### config.mk
export PLATFORM = sky130hd
export DESIGN_NAME = vga_scanout_flat
export DESIGN_NICKNAME = d
export VERILOG_FILES = /design/src/rtl/vga_scanout_if.sv /design/src/rtl/vga_scanout.sv /design/src/flat_wrapper.sv
export SDC_FILE = /design/constraint.sdc
export NUM_CORES = 1
export LEC_CHECK = 0
export CORE_ASPECT_RATIO = 0.8
export CORE_MARGIN = 5
export CORE_UTILIZATION = 51
export CTS_CLUSTER_SIZE = 8
export DETAILED_ROUTE_END_ITERATION = 16
export PLACE_DENSITY = 0.84
export SYNTH_ARGS = -nofsm -noshare
export SYNTH_HDL_FRONTEND = slang
export SYNTH_SLANG_ARGS = --single-unit
### constraint.sdc
create_clock -name clk -period 3.4 [get_ports clk]
set_clock_uncertainty 0.2 [all_clocks]
set_input_delay 1.02 -clock clk [delete_from_list [all_inputs] [get_ports clk]]
set_output_delay 1.02 -clock clk [all_outputs]
set_load 0.02 [all_outputs]
### src/rtl/vga_scanout_if.sv
// Framebuffer read port plus VGA DAC pins between the scanout block and its neighbours.
// The master side is the scanout engine; the slave side is the framebuffer and DAC.
interface vga_scanout_if #(
  parameter int FB_AW = 15
) ();
  logic [FB_AW-1:0] fb_addr;
  logic             fb_re;
  logic [7:0]       fb_rdata;
  logic             vga_clk;
  logic [7:0]       red_vga;
  logic [7:0]       green_vga;
  logic [7:0]       blue_vga;
  logic             h_sync;
  logic             v_sync;
  logic             blank_n;
  logic             sync_n;
  logic             vblank;

  modport master (
    output fb_addr, fb_re, vga_clk, red_vga, green_vga, blue_vga,
    output h_sync, v_sync, blank_n, sync_n, vblank,
    input  fb_rdata
  );

  modport slave (
    input  fb_addr, fb_re, vga_clk, red_vga, green_vga, blue_vga,
    input  h_sync, v_sync, blank_n, sync_n, vblank,
    output fb_rdata
  );
endinterface

### src/rtl/vga_scanout.sv
// VGA scanout: walks the raster at sysclk/DIV, reads an upscaled RGB332 framebuffer
// and drives registered DAC pins plus a one-clock vertical-blank pulse.
module vga_scanout #(
  parameter int DIV        = 4,
  parameter int H_VIS      = 640,
  parameter int H_FP       = 16,
  parameter int H_SYNC     = 96,
  parameter int H_BP       = 48,
  parameter int V_VIS      = 480,
  parameter int V_FP       = 10,
  parameter int V_SYNC     = 2,
  parameter int V_BP       = 33,
  parameter int SCALE_LOG2 = 2,
  parameter int FB_W       = 160,
  parameter int FB_AW      = 15
) (
  input  logic          clk,
  input  logic          reset,
  vga_scanout_if.master vga
);
  localparam int H_TOTAL = H_VIS + H_FP + H_SYNC + H_BP;
  localparam int V_TOTAL = V_VIS + V_FP + V_SYNC + V_BP;
  localparam int DW      = $clog2(DIV);
  localparam int HW      = $clog2(H_TOTAL);
  localparam int VW      = $clog2(V_TOTAL);

  logic [DW-1:0]    div_cnt_r;
  logic [HW-1:0]    h_cnt_r;
  logic [VW-1:0]    v_cnt_r;
  logic [FB_AW-1:0] fb_addr_r;
  logic             fb_re_r;
  logic             vga_clk_r;
  logic [7:0]       red_r;
  logic [7:0]       green_r;
  logic [7:0]       blue_r;
  logic             h_sync_r;
  logic             v_sync_r;
  logic             blank_n_r;
  logic             vblank_r;

  logic [DW-1:0]    div_next_s;
  logic             pix_ce_s;
  logic             visible_s;
  logic             h_last_s;
  logic             v_last_s;
  logic             hs_act_s;
  logic             vs_act_s;
  logic             vblank_hit_s;
  logic [FB_AW-1:0] addr_s;
  logic [7:0]       red_s;
  logic [7:0]       green_s;
  logic [7:0]       blue_s;

  function automatic logic [7:0] expand3(input logic [2:0] c);
    return {c, c, c[2:1]};
  endfunction

  function automatic logic [7:0] expand2(input logic [1:0] c);
    return {c, c, c, c};
  endfunction

  // Raster position decode, next divider value and framebuffer address.
  always_comb begin
    pix_ce_s   = (div_cnt_r == DW'(DIV - 1));
    if (pix_ce_s) begin
      div_next_s = {DW{1'b0}};
    end else begin
      div_next_s = div_cnt_r + DW'(1'b1);
    end
    visible_s    = (h_cnt_r < HW'(H_VIS)) && (v_cnt_r < VW'(V_VIS));
    h_last_s     = (h_cnt_r == HW'(H_TOTAL - 1));
    v_last_s     = (v_cnt_r == VW'(V_TOTAL - 1));
    hs_act_s     = (h_cnt_r >= HW'(H_VIS + H_FP)) && (h_cnt_r < HW'(H_VIS + H_FP + H_SYNC));
    vs_act_s     = (v_cnt_r >= VW'(V_VIS + V_FP)) && (v_cnt_r < VW'(V_VIS + V_FP + V_SYNC));
    vblank_hit_s = pix_ce_s && h_last_s && (v_cnt_r == VW'(V_VIS - 1));
    addr_s = FB_AW'((32'(v_cnt_r) >> SCALE_LOG2) * 32'(FB_W) + (32'(h_cnt_r) >> SCALE_LOG2));
  end

  // Colour expansion from RGB332; outside the visible area the pixel is forced black.
  always_comb begin
    red_s   = 8'h00;
    green_s = 8'h00;
    blue_s  = 8'h00;
    if (visible_s) begin
      red_s   = expand3(vga.fb_rdata[7:5]);
      green_s = expand3(vga.fb_rdata[4:2]);
      blue_s  = expand2(vga.fb_rdata[1:0]);
    end else begin
      red_s   = 8'h00;
      green_s = 8'h00;
      blue_s  = 8'h00;
    end
  end

  // Divider, raster counters, read port and pin registers.
  always_ff @(posedge clk) begin
    if (reset) begin
      div_cnt_r <= {DW{1'b0}};
      h_cnt_r   <= {HW{1'b0}};
      v_cnt_r   <= {VW{1'b0}};
      fb_addr_r <= {FB_AW{1'b0}};
      fb_re_r   <= 1'b0;
      vga_clk_r <= 1'b0;
      red_r     <= 8'h00;
      green_r   <= 8'h00;
      blue_r    <= 8'h00;
      h_sync_r  <= 1'b1;
      v_sync_r  <= 1'b1;
      blank_n_r <= 1'b0;
      vblank_r  <= 1'b0;
    end else begin
      div_cnt_r <= div_next_s;
      fb_addr_r <= addr_s;
      fb_re_r   <= visible_s;
      // Computed from the next divider value so the DAC clock falls with the pixel update.
      vga_clk_r <= (div_next_s >= DW'(DIV / 2));
      vblank_r  <= vblank_hit_s;
      if (pix_ce_s) begin
        red_r     <= red_s;
        green_r   <= green_s;
        blue_r    <= blue_s;
        blank_n_r <= visible_s;
        h_sync_r  <= ~hs_act_s;
        v_sync_r  <= ~vs_act_s;
        if (h_last_s) begin
          h_cnt_r <= {HW{1'b0}};
          if (v_last_s) begin
            v_cnt_r <= {VW{1'b0}};
          end else begin
            v_cnt_r <= v_cnt_r + VW'(1'b1);
          end
        end else begin
          h_cnt_r <= h_cnt_r + HW'(1'b1);
        end
      end
    end
  end

  assign vga.fb_addr   = fb_addr_r;
  assign vga.fb_re     = fb_re_r;
  assign vga.vga_clk   = vga_clk_r;
  assign vga.red_vga   = red_r;
  assign vga.green_vga = green_r;
  assign vga.blue_vga  = blue_r;
  assign vga.h_sync    = h_sync_r;
  assign vga.v_sync    = v_sync_r;
  assign vga.blank_n   = blank_n_r;
  assign vga.sync_n    = 1'b1;
  assign vga.vblank    = vblank_r;
endmodule

### src/flat_wrapper.sv
// flat-port wrapper written by rule: the top's interface ports become plain ports
module vga_scanout_flat 
#(
  parameter int DIV        = 4,
  parameter int H_VIS      = 640,
  parameter int H_FP       = 16,
  parameter int H_SYNC     = 96,
  parameter int H_BP       = 48,
  parameter int V_VIS      = 480,
  parameter int V_FP       = 10,
  parameter int V_SYNC     = 2,
  parameter int V_BP       = 33,
  parameter int SCALE_LOG2 = 2,
  parameter int FB_W       = 160,
  parameter int FB_AW      = 15
)
  (clk, reset, vga_fb_addr, vga_fb_re, vga_vga_clk, vga_red_vga, vga_green_vga, vga_blue_vga, vga_h_sync, vga_v_sync, vga_blank_n, vga_sync_n, vga_vblank, vga_fb_rdata);
  vga_scanout_if #(.FB_AW(FB_AW)) vga_i ();
  input  logic clk;
  input  logic reset;
  output wire logic [$bits(vga_i.fb_addr)-1:0] vga_fb_addr;
  output wire logic [$bits(vga_i.fb_re)-1:0] vga_fb_re;
  output wire logic [$bits(vga_i.vga_clk)-1:0] vga_vga_clk;
  output wire logic [$bits(vga_i.red_vga)-1:0] vga_red_vga;
  output wire logic [$bits(vga_i.green_vga)-1:0] vga_green_vga;
  output wire logic [$bits(vga_i.blue_vga)-1:0] vga_blue_vga;
  output wire logic [$bits(vga_i.h_sync)-1:0] vga_h_sync;
  output wire logic [$bits(vga_i.v_sync)-1:0] vga_v_sync;
  output wire logic [$bits(vga_i.blank_n)-1:0] vga_blank_n;
  output wire logic [$bits(vga_i.sync_n)-1:0] vga_sync_n;
  output wire logic [$bits(vga_i.vblank)-1:0] vga_vblank;
  input wire logic [$bits(vga_i.fb_rdata)-1:0] vga_fb_rdata;
  assign vga_fb_addr = vga_i.fb_addr;
  assign vga_fb_re = vga_i.fb_re;
  assign vga_vga_clk = vga_i.vga_clk;
  assign vga_red_vga = vga_i.red_vga;
  assign vga_green_vga = vga_i.green_vga;
  assign vga_blue_vga = vga_i.blue_vga;
  assign vga_h_sync = vga_i.h_sync;
  assign vga_v_sync = vga_i.v_sync;
  assign vga_blank_n = vga_i.blank_n;
  assign vga_sync_n = vga_i.sync_n;
  assign vga_vblank = vga_i.vblank;
  assign vga_i.fb_rdata = vga_fb_rdata;
  vga_scanout #(.DIV(DIV), .H_VIS(H_VIS), .H_FP(H_FP), .H_SYNC(H_SYNC), .H_BP(H_BP), .V_VIS(V_VIS), .V_FP(V_FP), .V_SYNC(V_SYNC), .V_BP(V_BP), .SCALE_LOG2(SCALE_LOG2), .FB_W(FB_W), .FB_AW(FB_AW)) u_core (.clk(clk), .reset(reset), .vga(vga_i));
endmodule
### Yosys cells after proc, flatten, opt, wreduce, memory -nomap -nowiden

Cells that the tools add are included.

| storage, ports and cells | value |
|---|---|
| bits of input ports | 10 |
| flip-flop bits (word level) | 67 |
| output and inout bits | 46 |
| logic and storage cells | 43 |

| operators by class | value |
|---|---|
| add/subtract/negate cells | 4 |
| multiply operators | 1 |
| magnitude comparators | 7 |
| equal/unequal tests | 4 |
| muxes and demuxes | 6 |
| reduce and logical (&&, ||, !) cells | 6 |
| bitwise logic cells | 2 |

Operator list:

| operator | count |
|---|---|
| $mux W8 | 3 |
| $add A10 B1 Y10 const B | 2 |
| $eq A10 B10 Y1 const B | 2 |
| $lt A10 B10 Y1 const B | 2 |
| $lt A10 B9 Y1 const B | 2 |
| $mux W10 | 2 |
| $add A15 B8 Y15 | 1 |
| $eq A10 B9 Y1 const B | 1 |
| $ge A10 B10 Y1 const B | 1 |
| $ge A10 B9 Y1 const B | 1 |
| $mul A8 B3 Y10 const B | 1 |
| $logic_and A1 B1 Y1 | 5 |
| $add A2 B1 Y2 const B | 1 |
| $eq A2 B2 Y1 const B | 1 |
| $ge A2 B2 Y1 const B | 1 |
| $mux W2 | 1 |
| $not A1 Y1 | 2 |
| $reduce_and A2 Y1 | 1 |

### Logic depth before layout (Yosys ltp)

| depth | value |
|---|---|
| word-level depth | 3 |
| mapped depth | 9 |

### Least setup slack after synthesis

Ideal clock, no wire load.

| path | value |
|---|---|
| path type | register to register |
| from | register u_core.v_cnt_r[5] |
| to | register u_core.fb_addr_r[14] (netlist: u_core.vga.fb_addr[14]) |
| slack | 872 ps |
| cell stages (with the launch flop) | 8 |
| data required time | 3079 ps |
| path buffers | 0 |
| setup time | 121 ps |
| period minus slack after synthesis | 2528 ps |
| arrival | 2208 ps |
| cells stage by stage | dfxtp_1 -> ha_1 -> ha_1 -> o21ai_0 -> or2_2 -> a311oi_1 -> nand4b_1 -> mux2_2 |

| between the ends | value |
|---|---|
| cells in the longest elaborated chain, start to end | 2 |

Ends and longest elaborated chain:

| item | line | RTL |
|---|---|---|
| start, declared | vga_scanout.sv:29 | `logic [VW-1:0] v_cnt_r;` |
| start signal, assigned | vga_scanout.sv:100 | `v_cnt_r <= {VW{1'b0}};` |
| start signal, assigned | vga_scanout.sv:128 | `v_cnt_r <= {VW{1'b0}};` |
| start signal, assigned | vga_scanout.sv:130 | `v_cnt_r <= v_cnt_r + VW'(1'b1);` |
| $mul A8 B3 Y10 | vga_scanout.sv:76 | `addr_s = FB_AW'((32'(v_cnt_r) >> SCALE_LOG2) * 32'(FB_W) + (32'(h_cnt_r) >> SCALE_LOG2));` |
| $add A15 B8 Y15 | vga_scanout.sv:76 |  |
| end signal, assigned | vga_scanout.sv:101 | `fb_addr_r <= {FB_AW{1'b0}};` |
| end signal, assigned | vga_scanout.sv:113 | `fb_addr_r <= addr_s;` |
| end, declared | vga_scanout.sv:30 | `logic [FB_AW-1:0] fb_addr_r;` |

Every way passes these cells.
A chain may end at the register's enable or synchronous reset.

### Final worst setup path

| path | value |
|---|---|
| from | register u_core.v_cnt_r[4] |
| to | register u_core.fb_addr_r[14] (netlist: u_core.vga.fb_addr[14]) |

The elaborated chain is that of the path after synthesis.

==> impl_metrics.env <==
export IMPL_grt_antenna_before_repair=0
export IMPL_worst_pin_slew_ps=597
export IMPL_fin_cells=380
export IMPL_maxSlewHeadroom_pct=60.0
export IMPL_synthMuxAreaShare_pct=0.823
export IMPL_grt_usage_pct=15.8
export IMPL_p_sw_uw=241
export IMPL_path_delay_family="compound AO/OA/AOI/OAI gates"
export IMPL_cts_setup_buffers=0
export IMPL_design_core_area_sq_um=4950
export IMPL_ys_flop_type="dfxtp_1"
export IMPL_fmax_mhz=351
export IMPL_min_path_type="flip-flop to flip-flop"
export IMPL_netlist_instances=282
export IMPL_yosysTopAreaCell="dfxtp_1"
export IMPL_r2r_slack_ps=550
export IMPL_die_w_um=89.6
export IMPL_total_leakage_power_nw=1.24
export IMPL_port_buffers=54
export IMPL_yosys_area_share_adder_pct=11.2
export IMPL_area_growth_pct=21.7
export IMPL_synth_area_sq_um=2580
export IMPL_synth_compound_area_share_pct=9.44
export IMPL_fin_setup_tns_ps=0
export IMPL_final_area_sq_um=3140
export IMPL_period_needed_ps=2850
export IMPL_rsz0062_at_grt="false"
export IMPL_ctsRootBufferMaster="clkbuf_8"
export IMPL_crit_slowest_cell="dfxtp_1"
export IMPL_num_rows=23
export IMPL_drc=0
export IMPL_grt_pass1_wl_um=8110
export IMPL_cp_cell_sequence="ha_1, ha_1, a211oi_1, nor4b_1, a311oi_1, nand4b_1, mux2_2"
export IMPL_cts_resized=0
export IMPL_yosys_area_share_simple_pct=22.9
export IMPL_wl_um=4990
export IMPL_startpoint="u_core.v_cnt_r[4]"
export IMPL_required_ps=3390
export IMPL_clk_insertion_delay_late_ps=300
export IMPL_yosysMostFrequentCell="dfxtp_1"
export IMPL_period_share_pct=83.8
export IMPL_ys_ff_latch=50
export IMPL_crit_path_start_kind="flip-flop"
export IMPL_hold_end="u_core.div_cnt_r[0]"
export IMPL_gp_congestion=0.800
export IMPL_ant_nets=0
export IMPL_synth_net_count=314
export IMPL_numClockSinks=50
export IMPL_critPathBufInv=0
export IMPL_p_clk_share_pct=37.2
export IMPL_combPwrFrac_pct=7.9
export IMPL_setup_ws_ps=551
export IMPL_yosys_warnings=0
export IMPL_cts_buffer_depth=2
export IMPL_cp_slowest_stage_delay_ps=550
export IMPL_layout_drive_gt1_share_pct=5.35
export IMPL_drv_slew=0
export IMPL_htree_levels=2
export IMPL_first_pass_iters=4
export IMPL_synth_edf_count=0
export IMPL_drtIter0Drc=99
export IMPL_io_pin_count=56
export IMPL_post_drt_wl_per_cell_um=13.1
export IMPL_synth_commonest_cells="dfxtp_1, nor2_1, ha_1"
export IMPL_synth_top_area_share_pct=38.7
export IMPL_dp_cells=372
export IMPL_rr_endpoint="u_core.vga.fb_addr[14]"
export IMPL_swShare_pct=22.0
export IMPL_cts_tree="built"
export IMPL_synth_area_leaders="dfxtp_1, ha_1, buf_4"
export IMPL_power_mw=1.10
export IMPL_synth_top_family_by_area="simple AND/OR/NAND/NOR gates"
export IMPL_r2r_cells=7
export IMPL_dpl_hpwl_um=3770
export IMPL_viasPerCell=5.34
export IMPL_avgSynthCellArea_sq_um=9.16
export IMPL_endpoint_kind="flip-flop"
export IMPL_hp_start="u_core.div_cnt_r[0]"
export IMPL_p_int_uw=854
export IMPL_dieArea_sq_um=6600
export IMPL_grt_max_degree=17
export IMPL_holdPathStages=1
export IMPL_grt_pass1_vias=1802
export IMPL_place_area_sq_um=3040
export IMPL_die_h_um=73.7
export IMPL_synth_distinct_cells=48
export IMPL_cts_buffers=5
export IMPL_overflow=0
export IMPL_ys_async_sr_fraction_pct=0
export IMPL_power_frac_seq_pct=54.9
export IMPL_worstPathMaxFanout=9
export IMPL_ir_worst_vdd_v=0.000272
export IMPL_pre_cts_slack_ps=539
export IMPL_finalNetCount=349
export IMPL_diodes=0
export IMPL_pwr_density_cell_nw_per_um2=348
export IMPL_finalHoldViolations=0
export IMPL_yosys_area_share_xor_xnor_pct=7.80
export IMPL_start_util_pct=52.2
export IMPL_setup_worst_path_class="flip-flop to flip-flop"
export IMPL_seq_area_frac_synth_pct=38.7
export IMPL_vias=2031
export IMPL_cpMostUsedCell="ha_1"
export IMPL_hold_buffers=0
export IMPL_r2r_start="u_core.v_cnt_r[4]"
export IMPL_cap_violations=0
export IMPL_setup_violations=0
export IMPL_crit_arrival_ps=2840
export IMPL_path_clk_slew_ps=90
export IMPL_status="finished, final reports clean"
## cell families after synthesis
| kind of cell | after synthesis |
|---|---|
| xor+xnor | 23 |
| buf+inv | 41 |
| fa+ha+maj | 22 |
| compound gates | 34 |
| other cells | 1 |
| simple gates | 109 |
| mux | 2 |
| flops | 50 |
## metal layers
metal | vias to the layer above | track usage, % | part of all wire, %
li1 | 1021 | - | -
met3 | 7 | 5.04 | 7.3
met4 | 0 | 4.96 | 1.0
met5 | - | 0 | 0
met2 | 57 | 23.9 | 43
met1 | 946 | 21.2 | 49
## registers in the layout (all words and copies together), names as in the netlist
register,count
u_core.vga.red_vga,3
u_core.vga.blank_n,1
u_core.vga.vga_clk,1
u_core.vga.fb_addr,15
u_core.vga.green_vga,3
u_core.vga.vblank,1
u_core.v_cnt_r,10
u_core.vga.h_sync,1
u_core.vga.fb_re,1
u_core.vga.blue_vga,2
u_core.div_cnt_r,1
u_core.vga.v_sync,1
u_core.h_cnt_r,10
## through the flow
| step | util [%] | hold WS (ps) |
|---|---|---|
| 2_1_floorplan | - | 202 |
| 3_3_place_gp | 61.3 | 213 |
| 3_5_place_dp | 61.3 | 220 |
| 4_1_cts | 63.5 | 236 |
| 5_1_grt | 63.5 | 254 |
| 6_report | 63.5 | 236 |
## cells in the final DEF, fill, tap and decap left out, types with 9 or more instances in the layout
master | Yosys | routed
nand4_1 | 9 | 9
nand2_1 | 10 | 10
nor2_1 | 33 | 33
xnor2_1 | 10 | 10
nor2b_1 | 12 | 12
dfxtp_1 | 50 | 50
ha_1 | 20 | 20
inv_1 | 13 | 13
xor2_1 | 13 | 13
clkdlybuf4s50_1 | 0 | 54
## worst max-delay path by stage
stage | cells after the start | slack, ps | endpoint
6_report | 7 | 550 | u_core.vga.fb_addr[14]
5_1_grt | 7 | 390 | u_core.vga.fb_addr[14]
4_1_cts | 7 | 530 | u_core.vga.fb_addr[14]
3_5_place_dp | 7 | 540 | u_core.vga.fb_addr[14]
3_3_place_gp | 7 | 680 | u_core.vga.fb_addr[14]
2_1_floorplan | 7 | 870 | u_core.vga.fb_addr[14]
## power groups by stage
stage | clock (mW) | sequential, mW | combinational (mW)
after CTS | 0.415 | 0.601 | 0.0881
after floorplan | 0 | 0.623 | 0.0444
after global routing | 0.443 | 0.603 | 0.0943
final | 0.407 | 0.601 | 0.0870
after global placement | 0 | 0.614 | 0.0863
after detailed placement | 0 | 0.615 | 0.0875
## final cells by class
cell class | count | area, sq um
multi-input combinational | 191 | 1350
timing repair buffer | 56 | 556
fill | 405 | 1810
tap | 62 | 77.6
sequential | 50 | 1000
clock buffer | 5 | 68.8
inverter | 13 | 48.8
clock inverter | 3 | 40.0
Note: power is estimated with default switching activity, not from simulation.
